==> src/rtl/conv_pkg.sv <==
// Shared constants and FSM state type for the convolution feeder.
package conv_pkg;

  localparam int KERNEL_WORDS = 9;
  localparam int DEF_WIDTH    = 9;

  typedef enum logic [2:0] {
    IDLE,
    LOAD_W,
    STREAM,
    DRAIN,
    FIN
  } feeder_state_t;

endpackage

==> src/rtl/conv_feeder_skid.sv <==
// Two-entry output FIFO between the memory return path and the PE.
// Each entry carries a word plus its weight/data tag in the top bit.
module conv_feeder_skid #(
  parameter int DW = 10
) (
  input  logic          clk,
  input  logic          rst_n,
  input  logic          push,
  input  logic [DW-1:0] push_data,
  input  logic          pop,
  output logic          valid,
  output logic [DW-1:0] data,
  output logic [1:0]    count
);

  logic [DW-1:0] entry_reg [2];
  logic          wr_ptr_reg;
  logic          rd_ptr_reg;
  logic [1:0]    count_reg;

  always_ff @(posedge clk) begin
    if (!rst_n) begin
      for (int i = 0; i < 2; i++) entry_reg[i] <= '0;
      wr_ptr_reg <= 1'b0;
      rd_ptr_reg <= 1'b0;
      count_reg  <= 2'd0;
    end else begin
      if (push) begin
        entry_reg[wr_ptr_reg] <= push_data;
        wr_ptr_reg            <= ~wr_ptr_reg;
      end
      if (pop) rd_ptr_reg <= ~rd_ptr_reg;
      case ({push, pop})
        2'b10:   count_reg <= count_reg + 2'd1;
        2'b01:   count_reg <= count_reg - 2'd1;
        default: ;
      endcase
    end
  end

  assign valid = (count_reg != 2'd0);
  assign data  = entry_reg[rd_ptr_reg];
  assign count = count_reg;

endmodule

==> src/rtl/conv_feeder.sv <==
// Convolution feeder: reads a 3x3 kernel then an image frame from memory and streams them to a PE.
// Defining CONV_FEEDER_PAD_EN adds a one-pixel zero border around the frame.
module conv_feeder
  import conv_pkg::*;
#(
  parameter int WIDTH  = DEF_WIDTH,
  parameter int IMG_W  = 10,
  parameter int IMG_H  = 10,
  parameter int ADDR_W = 12
) (
  input  logic              clk,
  input  logic              rst_n,
  input  logic              start,
  input  logic [ADDR_W-1:0] base_addr,
  output logic              mem_rd_en,
  output logic [ADDR_W-1:0] mem_addr,
  input  logic [WIDTH-1:0]  mem_rdata,
  output logic [WIDTH-1:0]  weight_out,
  output logic              weight_valid,
  output logic [WIDTH-1:0]  data_out,
  output logic              data_valid,
  input  logic              out_ready,
  output logic              busy,
  output logic              done
);

  feeder_state_t     state_reg;
  logic [ADDR_W-1:0] addr_reg;
  logic [3:0]        kidx_reg;
  logic              rvalid_reg;
  logic              rtag_reg;

  logic              fifo_valid;
  logic [WIDTH:0]    fifo_data;
  logic [1:0]        fifo_count;

  logic              pop;
  logic              push;
  logic [WIDTH:0]    push_data;
  logic [2:0]        free_slots;
  logic              room;
  logic              item_weight;
  logic              want_item;
  logic              pad_item;
  logic              last_pix;
  logic              rd_issue;
  logic              pad_push;
  logic              item_adv;

  // A slot being drained this cycle counts as free, which keeps one read per cycle flowing.
  assign pop        = fifo_valid & out_ready;
  assign free_slots = 3'd2 - {1'b0, fifo_count} + {2'b0, pop};
  assign room       = free_slots > {2'b0, rvalid_reg};

  assign item_weight = (state_reg == IDLE) || (state_reg == LOAD_W);
  assign want_item   = (state_reg == IDLE) ? start
                     : ((state_reg == LOAD_W) || (state_reg == STREAM));
  assign rd_issue    = want_item && !pad_item && room;
  // Border zeros wait for the in-flight read so they cannot overtake it.
  assign pad_push    = pad_item && room && !rvalid_reg;
  assign item_adv    = rd_issue || pad_push;

  assign push      = rvalid_reg || pad_push;
  assign push_data = rvalid_reg ? {rtag_reg, mem_rdata} : '0;

  // The first kernel read goes out in the start cycle to reach valid two cycles later.
  assign mem_rd_en = rd_issue;
  assign mem_addr  = (state_reg == IDLE) ? (start ? base_addr : '0) : addr_reg;

  assign weight_valid = fifo_valid &  fifo_data[WIDTH];
  assign data_valid   = fifo_valid & ~fifo_data[WIDTH];
  assign weight_out   = weight_valid ? fifo_data[WIDTH-1:0] : '0;
  assign data_out     = data_valid   ? fifo_data[WIDTH-1:0] : '0;

`ifdef CONV_FEEDER_PAD_EN
  localparam int ROW_W = $clog2(IMG_H + 2);
  localparam int COL_W = $clog2(IMG_W + 2);

  logic [ROW_W-1:0] row_reg;
  logic [COL_W-1:0] col_reg;

  assign pad_item = (state_reg == STREAM) &&
                    ((row_reg == '0) || (row_reg == ROW_W'(IMG_H + 1)) ||
                     (col_reg == '0) || (col_reg == COL_W'(IMG_W + 1)));
  assign last_pix = (row_reg == ROW_W'(IMG_H + 1)) && (col_reg == COL_W'(IMG_W + 1));

  always_ff @(posedge clk) begin
    if (!rst_n || state_reg == IDLE) begin
      row_reg <= '0;
      col_reg <= '0;
    end else if (state_reg == STREAM && item_adv) begin
      if (col_reg == COL_W'(IMG_W + 1)) begin
        col_reg <= '0;
        row_reg <= row_reg + ROW_W'(1);
      end else begin
        col_reg <= col_reg + COL_W'(1);
      end
    end
  end
`else
  localparam int PIX_W = $clog2(IMG_W * IMG_H + 1);

  logic [PIX_W-1:0] pix_reg;

  assign pad_item = 1'b0;
  assign last_pix = (pix_reg == PIX_W'(IMG_W * IMG_H - 1));

  always_ff @(posedge clk) begin
    if (!rst_n || state_reg == IDLE) pix_reg <= '0;
    else if (state_reg == STREAM && item_adv) pix_reg <= pix_reg + PIX_W'(1);
  end
`endif

  always_ff @(posedge clk) begin
    if (!rst_n) begin
      state_reg  <= IDLE;
      addr_reg   <= '0;
      kidx_reg   <= 4'd0;
      rvalid_reg <= 1'b0;
      rtag_reg   <= 1'b0;
      busy       <= 1'b0;
      done       <= 1'b0;
    end else begin
      rvalid_reg <= rd_issue;
      rtag_reg   <= item_weight;
      done       <= 1'b0;
      if (rd_issue) addr_reg <= addr_reg + ADDR_W'(1);
      unique case (state_reg)
        IDLE: begin
          if (rd_issue) begin
            state_reg <= LOAD_W;
            addr_reg  <= base_addr + ADDR_W'(1);
            kidx_reg  <= 4'd1;
            busy      <= 1'b1;
          end
        end
        LOAD_W: begin
          if (item_adv) begin
            kidx_reg <= kidx_reg + 4'd1;
            if (kidx_reg == 4'(KERNEL_WORDS - 1)) state_reg <= STREAM;
          end
        end
        STREAM: begin
          if (item_adv && last_pix) state_reg <= DRAIN;
        end
        DRAIN: begin
          if (fifo_count == 2'd0 && !rvalid_reg) begin
            state_reg <= FIN;
            done      <= 1'b1;
          end
        end
        FIN: begin
          state_reg <= IDLE;
          busy      <= 1'b0;
        end
        default: state_reg <= IDLE;
      endcase
    end
  end

  conv_feeder_skid #(
    .DW(WIDTH + 1)
  ) u_skid (
    .clk      (clk),
    .rst_n    (rst_n),
    .push     (push),
    .push_data(push_data),
    .pop      (pop),
    .valid    (fifo_valid),
    .data     (fifo_data),
    .count    (fifo_count)
  );

endmodule

==> config.mk <==
export PLATFORM = sky130hd
export DESIGN_NAME = conv_feeder
export DESIGN_NICKNAME = d
export VERILOG_FILES = /design/src/rtl/conv_pkg.sv /design/src/rtl/conv_feeder_skid.sv /design/src/rtl/conv_feeder.sv
export SDC_FILE = /design/constraint.sdc
export NUM_CORES = 1
export LEC_CHECK = 0
export ABC_AREA = 0
export CORE_ASPECT_RATIO = 1.75
export CORE_UTILIZATION = 30
export CTS_CLUSTER_DIAMETER = 200
export DETAILED_ROUTE_END_ITERATION = 16
export PLACE_DENSITY = 0.49
export SLEW_MARGIN = 10
export SYNTH_ARGS = -nofsm -noshare
export SYNTH_HDL_FRONTEND = slang
export SYNTH_SLANG_ARGS = --single-unit
==> constraint.sdc <==
create_clock -name clk -period 7.1 [get_ports clk]
set_clock_uncertainty 0.15 [all_clocks]
set_input_delay 1.065 -clock clk [delete_from_list [all_inputs] [get_ports clk]]
set_output_delay 1.065 -clock clk [all_outputs]
set_load 0.1 [all_outputs]
# After elaboration in Yosys (flattened, before gate mapping)
# Memories as Yosys holds them, arrays and structs flattened. A register that Yosys moved wholly into a read port is not among the register bits.
# Cells that the tools add are included.
[classes]
order_cmp = 1
eq_ne = 13
n_mul = 0
addsub = 8
n_div = 0
bitwise_logic = 6
shifts = 0
n_reduce_logical = 20
n_mux = 31
[op_table]
columns = ["cell", "count"]
rows = [
  ["two-way mux 12 bit", 5],
  ["adder 12 x 1 -> 12 bit, second input constant", 2],
  ["two-way mux 10 bit", 2],
  ["two-way mux 9 bit", 2],
  ["two-way mux 3 bit", 5],
  ["one-hot mux 3 bit (4 select lines)", 1],
  ["two-way mux 1 bit", 11],
  ["OR reduction 10 bit", 1],
  ["two-way mux 4 bit", 2],
  ["one-hot mux 4 bit (2 select lines)", 1],
  ["nonzero test 2 bit", 4],
  ["adder 7 x 1 -> 7 bit, second input constant", 1],
  ["== test 7 bit, second input constant", 1],
  ["== test 3 x 2 -> 1 bit, second input constant", 2],
  ["inequality test 2 bit, second input constant", 3],
  ["AND reduction 5 bit", 1],
  ["adder 4 x 1 -> 4 bit, second input constant", 1],
  ["== test 4 bit, second input constant", 1],
  ["logical AND 1 bit", 4],
  ["inequality test 2 x 1 -> 1 bit, second input constant", 2],
  ["one-hot mux 2 bit (2 select lines)", 1],
  ["AND reduction 2 bit", 2],
  ["adder 3 x 1 -> 3 bit", 1],
  ["AND 1 bit", 3],
  ["other kinds (15)", 20],
]
[totals]
out_inout_bits = 35
ram_bits = 20
latchBits = 0
memories = 1
mem_bits_ro = 0
regBits = 34
wordCells = 91
[memory_table]
columns = ["memory", "words", "word_bits", "read_ports", "rd_clocked_by_memory_dff", "write_ports", "line_no", "source"]
rows = [
  ["u_skid.entry_reg", 2, 10, 1, 1, 2, "conv_feeder_skid.sv:16", "logic [DW-1:0] entry_reg [2];"],
]

# Logic depth before layout (Yosys ltp)
# Gate-level depths: netlist (run 1).
[depth]
depth_word = 8
mapped_depth = 10
depth_no_buf = 8

# Cells and area by module
# A second synthesis (run 1) with hierarchy kept.
[unflattened]
hier_cells = 384
hier_area_um2 = 3251.9
[by_module_without_submodules]
columns = ["module", "seq_area_each_um2", "instances", "area_per_inst_um2", "cells_per_inst"]
rows = [
  ["conv_feeder", 600.6, 1, 2193.4, 297],
  ["conv_feeder_skid", 700.7, 1, 1058.5, 87],
]

# Worst setup path before layout (run 1)
# OpenSTA, ideal clock, no wires.
[synth_timing]
path_kind = "input port to output port"
from = "in out_ready"
to = "out mem_rd_en"
t_arrival_ns = 3.370
required_ns = 5.885
stages = 6
setup_slack_ns = 2.515
path_cell_list = "o21ai_0 ha_1 ha_1 a21oi_2 nand2_2 nor2_1"
[synth_via]
elab_chain_cells = 4
[synth_rtl]
columns = ["item", "line_no", "source"]
rows = [
  ["start: declaration", "conv_feeder.sv:22", "input logic out_ready,"],
  ["AND 1 bit", "conv_feeder.sv:51", "assign pop = fifo_valid & out_ready;"],
  ["adder 3 x 1 -> 3 bit", "conv_feeder.sv:52", "assign free_slots = 3'd2 - {1'b0, fifo_count} + {2'b0, pop};"],
  ["> comparator 3 x 1 -> 1 bit", "conv_feeder.sv:53", "assign room = free_slots > {2'b0, rvalid_reg};"],
  ["logical AND 1 bit", "conv_feeder.sv:58", "assign rd_issue = want_item && !pad_item && room;"],
  ["end: declaration", "conv_feeder.sv:15", "output logic mem_rd_en,"],
]
# No other way between the ends.

# Worst setup path in the final report (run 1)
# Same ends and word-level chain as after synthesis.

==> out/metrics.cfg, run 1 <==
[run_status]
run_status=finished, final reports clean

[logic_synthesis]
yosysTopAreaCellShare=0.225
synth-compound-area-share=0.111
synth_cell_types=52
synthesis.instances=357
ys_top_cells_by_area=dfxtp_1 23%, edfxtp_1 19%, nor2_1 5.2%
synth_edf_count=20
async_flop_share=0
synth_area_sq_um=3110
ys.flop_type=dfxtp_1
synth_xor_area_frac=0.0620
yosysWarningCount=0
avgSynthCellArea_sq_um=8.71
ys_seq_area_frac=0.419
ys_ff_latch=55
yosysTopAreaCell=dfxtp_1
synth_nets=391
synthAdderAreaFrac=0.0362
synth_simple_gate_area_frac=0.300
synth_top_family_by_area=simple AND/OR/NAND/NOR gates
muxShareOfSynthArea=0.0354

[setup_path]
endpoint_kind=output port
worstPathMaxFanout=8
required_ns=5.88
critPathKind=in2out
start_kind=input port
worstPathArrival_ns=4.11

[power_and_ir_drop]
p_per_area_nw_per_um2=357
report.power.total_mw=1.41
p_leak_nw=1.44
ir_worst_vdd_v=0.000236

[clocking]
insertion_delay_ns=0.30
path_clk_slew_ns=0.07
cts_setup_buffers=0
cts.path.max_buffers=2
ctsHoldBuffers=0
clkSinkCount=55
cts_root_buf=clkbuf_16
cts_tree=done
cts_resized=0
h-tree-depth=2
numCtsBuffers=5

[grt]
grt.overflow.total=0
grt_max_degree=23
grt_pass1_vias=2598
antenna_found_initial=0
grt_pass1_wl_mm=12.6
grt_usage=0.153

[drt]
post-route-drc-count=0
wl_met3_microns=243
drtIter0Drc=128
viasPerCell=4.98
wl_per_cell_microns=14.5
route.vias.total=2676
wl_met1_mm=3.11
route.met2.wl_mm=4.35
ant_nets=0
top_layer=met4
wirelength_mm=7.81
firstDrtPassIters=5

[die]
core_area_sq_um=9970
die_y_microns=137
fp.dieW_microns=79.0
row_count=48
start_util=0.312
die_area_sq_um=10800
io_pins=60

[sta]
finalMaxSlewViolations=0
fin_crit_ns=5.32
finalHoldViolations=0
fin_setup_tns_ns=0
tightestPinTransition_ns=1.01
setup_viol=0
holdWs_ns=0.332
max_freq_mhz=188
rsz0062_at_grt=no
slew_headroom=0.328
period_share=0.749

[placement]
place_inst=529
dpl_cell_area_sq_um=3810
gp_congestion=0.773
numPortBuffers=59
dp.final_hpwl_mm=5.87

[finish]
final_cells=537
drive_gt1_frac=0.0510
largest_register_ff_count=20
diodes=0
fillers=1039
nets=445
syn2layout_area_growth_pct=27.3
final_area_sq_um=3960

[job]
max-cap-violations=0

[min_path]
worst_hold_path_type=reg2reg

-- layout by cell type (no fill, tap or decap), types with 3 or more instances in the layout --
master	synthesis	final
nor3_1	12	12
o22ai_1	4	4
and2_1	22	22
clkdlybuf4s50_1	0	59
xnor2_1	15	15
or3_1	8	8
and3_1	4	4
a21oi_1	13	13
ha_1	9	9
o21ai_0	9	9
inv_1	9	9
dfxtp_1	35	35
nor4_1	4	4
buf_4	0	4
mux2i_1	11	11
nor2_1	43	43
edfxtp_1	20	20
nand3_1	26	26
nand3b_1	3	3
nand2b_1	3	3
nand2_1	40	40
clkbuf_16	0	5
a311oi_1	3	3
xor2_1	7	7
-- where the power goes --
group	leakage [nW]	switching, mW	internal [mW]
combinational	0.873	0.509	0.198
clock	0.0748	0.122	0.134
sequential	0.496	0.0624	0.389
total	1.44	0.694	0.721
-- worst max-delay path, stage by stage --
cell             delay (ns)
clkdlybuf4s50_1        0.47
o21ai_0                0.18
ha_1                   0.34
ha_1                   0.30
nand3b_1               0.13
nand2_2                0.13
nor2_1                 0.28
clkdlybuf4s50_1        1.20
-- cells in the mapped netlist, types with 4 or more instances --
master,n
or3_1,8
nor4_1,4
inv_1,9
edfxtp_1,20
nand2_1,40
nor2_1,43
clkbuf_1,11
dfxtp_1,35
nand3_1,26
o21ai_0,9
ha_1,9
o22ai_1,4
and3_1,4
mux2i_1,11
and2_1,22
xnor2_1,15
nor3_1,12
xor2_1,7
a21oi_1,13
-- final timing paths --
kind,startpoint,endpoint,slack [ns],cells after the start
worst min register to register,busy$_SDFFE_PN0P_,busy$_SDFFE_PN0P_,0.33,2
worst max-delay path,out_ready,mem_rd_en,1.78,8
worst min-delay path,busy$_SDFFE_PN0P_,busy$_SDFFE_PN0P_,0.33,2
worst max register to register,u_skid.count[0]$_SDFFE_PN0P_,addr_reg[10]$_SDFF_PN0_,3.92,8
-- logic make-up (layout without fill, tap and decap cells) --
group           after synthesis  after routing
flops                        55             55
simple gates                183            183
buf+inv                      25             80
xor+xnor                     22             22
compound gates               52             52
mux                          11             11
fa+ha+maj                     9              9
-- metal layers --
layer / vias to the layer above / GRT usage
li1: 1376 / -
met1: 1226 / 0.153
met2: 69 / 0.308
met3: 5 / 0.0240
met4: 0 / 0.0515
met5: - / 0
-- stage by stage --
stage	worst slack [ns]	util
3_5_place_dp	1.78	0.382
3_3_place_gp	1.83	0.382
2_1_floorplan	2.52	-
5_1_grt	1.65	0.397
6_report	1.78	0.397
4_1_cts	1.77	0.397
-- area by class of cell --
class	count	area, sq um	share of cell area
inverter	9	33.8	0.00853
timing repair buffer	63	621	0.157
clock inverter	3	26.3	0.00664
multi-input combinational	277	1700	0.428
tap	125	156	0.0395
clock buffer	5	125	0.0316
sequential	55	1300	0.329
Power figures use the tool's default switching activity.
==> run 2, diff against run 1 <==
--- a/config.mk
+++ b/config.mk
@@ -10,7 +10,7 @@
 export CORE_UTILIZATION = 30
 export CTS_CLUSTER_DIAMETER = 200
 export DETAILED_ROUTE_END_ITERATION = 16
-export PLACE_DENSITY = 0.49
+export PLACE_DENSITY = 0.51
 export SLEW_MARGIN = 10
 export SYNTH_ARGS = -nofsm -noshare
 export SYNTH_HDL_FRONTEND = slang
==> constraint.sdc (replaced) <==
create_clock -name clk -period 4.69 [get_ports clk]
set_clock_uncertainty 0.15 [all_clocks]
set_input_delay 0.7035 -clock clk [delete_from_list [all_inputs] [get_ports clk]]
set_output_delay 0.7035 -clock clk [all_outputs]
set_load 0.1 [all_outputs]
==> out/metrics.cfg, run 2 (same netlist as run 1, synthesis figures left out) <==
[die]
core_area_sq_um=9970  ; unchanged
start_util=0.312  ; unchanged
die_area_sq_um=10800  ; unchanged
row_count=48  ; unchanged
fp.dieW_microns=79.0  ; unchanged
die_y_microns=137  ; unchanged
io_pins=60  ; unchanged

[sta]
finalMaxSlewViolations=0  ; unchanged
tightestPinTransition_ns=0.977  ; was 1.01 ns
rsz0062_at_grt=no  ; unchanged
fin_setup_tns_ns=0  ; unchanged
finalHoldViolations=0  ; unchanged
max_freq_mhz=262
slew_headroom=0.347  ; was 0.328
period_share=0.813
setup_viol=0  ; unchanged
fin_crit_ns=3.81

[grt]
grt_usage=0.156  ; was 0.153
antenna_found_initial=0  ; unchanged
grt_pass1_wl_mm=13.2  ; was 12.6 mm
grt.overflow.total=0  ; unchanged
grt_pass1_vias=2814  ; was 2598
grt_max_degree=23  ; unchanged

[power_and_ir_drop]
ir_worst_vdd_v=0.000467  ; was 0.000236 V
power_frac_clock=0.178  ; was 0.181
swShare=0.490  ; about the same
p_comb_frac=0.501  ; was 0.500
internal_power_mw=1.08  ; was 721 uW
pwr-share-seq=0.321  ; was 0.319
p_leak_nw=1.46  ; was 1.44 nW
p_per_area_nw_per_um2=540  ; was 357 nW/um^2
p_switching_mw=1.04  ; was 694 uW

[clocking]
cts_setup_buffers=0  ; unchanged
cts_root_buf=clkbuf_16  ; unchanged
cts_resized=0  ; unchanged
insertion_delay_ns=0.30  ; about the same
ctsHoldBuffers=0  ; unchanged
h-tree-depth=2  ; unchanged
path_clk_slew_ns=0.07  ; about the same
numCtsBuffers=5  ; unchanged
clkSinkCount=55  ; unchanged
cts.path.max_buffers=2  ; unchanged
cts_tree=done  ; unchanged

[setup_path]
critPathSlowestCell=clkdlybuf4s50_1  ; unchanged
cp_num_buf_inv=1  ; was 2
cp_top_family=buffers and inverters  ; unchanged
endpoint_kind=output port  ; unchanged
worstPathMaxFanout=10  ; was 8
critPathKind=reg2out  ; was in2out
reg2reg_slack_ns=1.60  ; was 3.92 ns
crit_chain=mux2i_1 > o21ai_1 > nor2_1 > clkdlybuf4s50_1  ; was clkdlybuf4s50_1 > o21ai_0 > ha_1 > ha_1 > nand3b_1 > nand2_2 > nor2_1 > clkdlybuf4s50_1
worstPathArrival_ns=2.96  ; was 4.11 ns
rr_endpoint=addr_reg[10]$_SDFF_PN0_  ; unchanged
required_ns=3.84  ; was 5.88 ns
r2r_start=u_skid.count[0]$_SDFFE_PN0P_  ; unchanged
slowest_delay_ns=1.15  ; was 1.20 ns
ff2ff_path_depth=8  ; unchanged
start_kind=flip-flop  ; was input port

[drt]
viasPerCell=5.12  ; was 4.98
route.vias.total=2754  ; was 2676
drtIter0Drc=146  ; was 128
ant_nets=0  ; unchanged
wl_met3_microns=309  ; was 243 microns
firstDrtPassIters=4  ; was 5
top_layer=met4  ; unchanged
wl_met1_mm=2.88  ; was 3.11 mm
post-route-drc-count=0  ; unchanged
route.met2.wl_mm=4.37  ; was 4.35 mm
wl_per_cell_microns=14.4  ; was 14.5 microns
wirelength_mm=7.77  ; was 7.81 mm

[finish]
drive_gt1_frac=0.0847  ; was 0.0510
diodes=0  ; unchanged
syn2layout_area_growth_pct=26.5  ; was 27.3%
largest_register_ff_count=20  ; unchanged
final_common_cell=clkdlybuf4s50_1  ; unchanged
nets=446  ; was 445
multi_input_area_sq_um=1700  ; unchanged
final_cell_mix=46 x clkdlybuf4s50_1, 43 x nor2_1, 40 x nand2_1  ; was 59 x clkdlybuf4s50_1, 43 x nor2_1, 40 x nand2_1
post-route-util=0.394  ; was 0.397
seqCellArea_sq_um=1300  ; unchanged
fillers=1055  ; was 1039

[min_path]
worst_hold_path_type=reg2reg  ; unchanged
min_path_cells=2  ; unchanged
hold_path.startpoint=busy$_SDFFE_PN0P_  ; unchanged
min_to=busy$_SDFFE_PN0P_  ; unchanged

[run_status]
run_status=finished, final reports clean  ; unchanged

[job]
max-cap-violations=0  ; unchanged

[placement]
numPortBuffers=59  ; unchanged
dp.final_hpwl_mm=5.94  ; was 5.87 mm
gp_congestion=0.795  ; was 0.773

-- run 2: final cells by class --
| type | count | area share |
|---|---|---|
| Timing Repair Buffer | 64 | 0.151 |
| Clock buffer | 5 | 0.0318 |
| Inverter | 9 | 0.00859 |
| Tap cell | 125 | 0.0398 |
| Multi-Input combinational cell | 277 | 0.431 |
| Clock inverter | 3 | 0.00636 |
| Sequential cell | 55 | 0.331 |
-- run 2: worst max path at each step --
stage | depth (start not counted) | end | slack [ns] | start
2_1_floorplan | 6 | mem_rd_en | 0.83 | out_ready
3_3_place_gp | 8 | mem_rd_en | 0.98 | out_ready
3_5_place_dp | 8 | mem_rd_en | 0.94 | out_ready
4_1_cts | 4 | data_out[5] | 0.80 | flip-flop
5_1_grt | 4 | data_out[5] | 0.67 | flip-flop
6_report | 4 | data_out[5] | 0.88 | flip-flop
-- run 2: worst register-to-register path, cell delays in order, from the launching register on --
cell	delay, ns
dfxtp_1	0.39
o21ai_0	0.41
ha_1	0.32
ha_1	0.29
and3b_1	0.23
nor2_1	0.37
nand3_1	0.28
or3_1	0.40
a31oi_1	0.16
-- run 2: metrics by stage --
stage                     power [mW]  setup slack, ns  instance area [sq um]  std cells  hold slack (ns)
after floorplan                 1.50            0.828                   3110        357            0.316
after detailed placement        1.76            0.935                   3780        530            0.303
after global routing            2.24            0.673                   3930        538            0.330
after global placement          1.75            0.979                   3780        530            0.296
final                           2.12            0.878                   3930        538            0.308
after CTS                       2.15            0.799                   3930        538            0.314
-- run 2: power by group through the flow --
stage               logic, mW  clock network [mW]  registers, mW
finish                   1.06               0.377          0.682
global route             1.14               0.403          0.701
CTS                      1.07               0.391          0.685
detailed placement       1.07                   0          0.695
global placement         1.06                   0          0.693
floorplan               0.837                   0          0.666
-- run 2: layer usage --
| metal | up-vias | GRT usage |
|---|---|---|
| met5 | - | 0 |
| met4 | 0 | 0.0646 |
| met3 | 17 | 0.0220 |
| met2 | 85 | 0.314 |
| met1 | 1279 | 0.155 |
| li1 | 1373 | - |
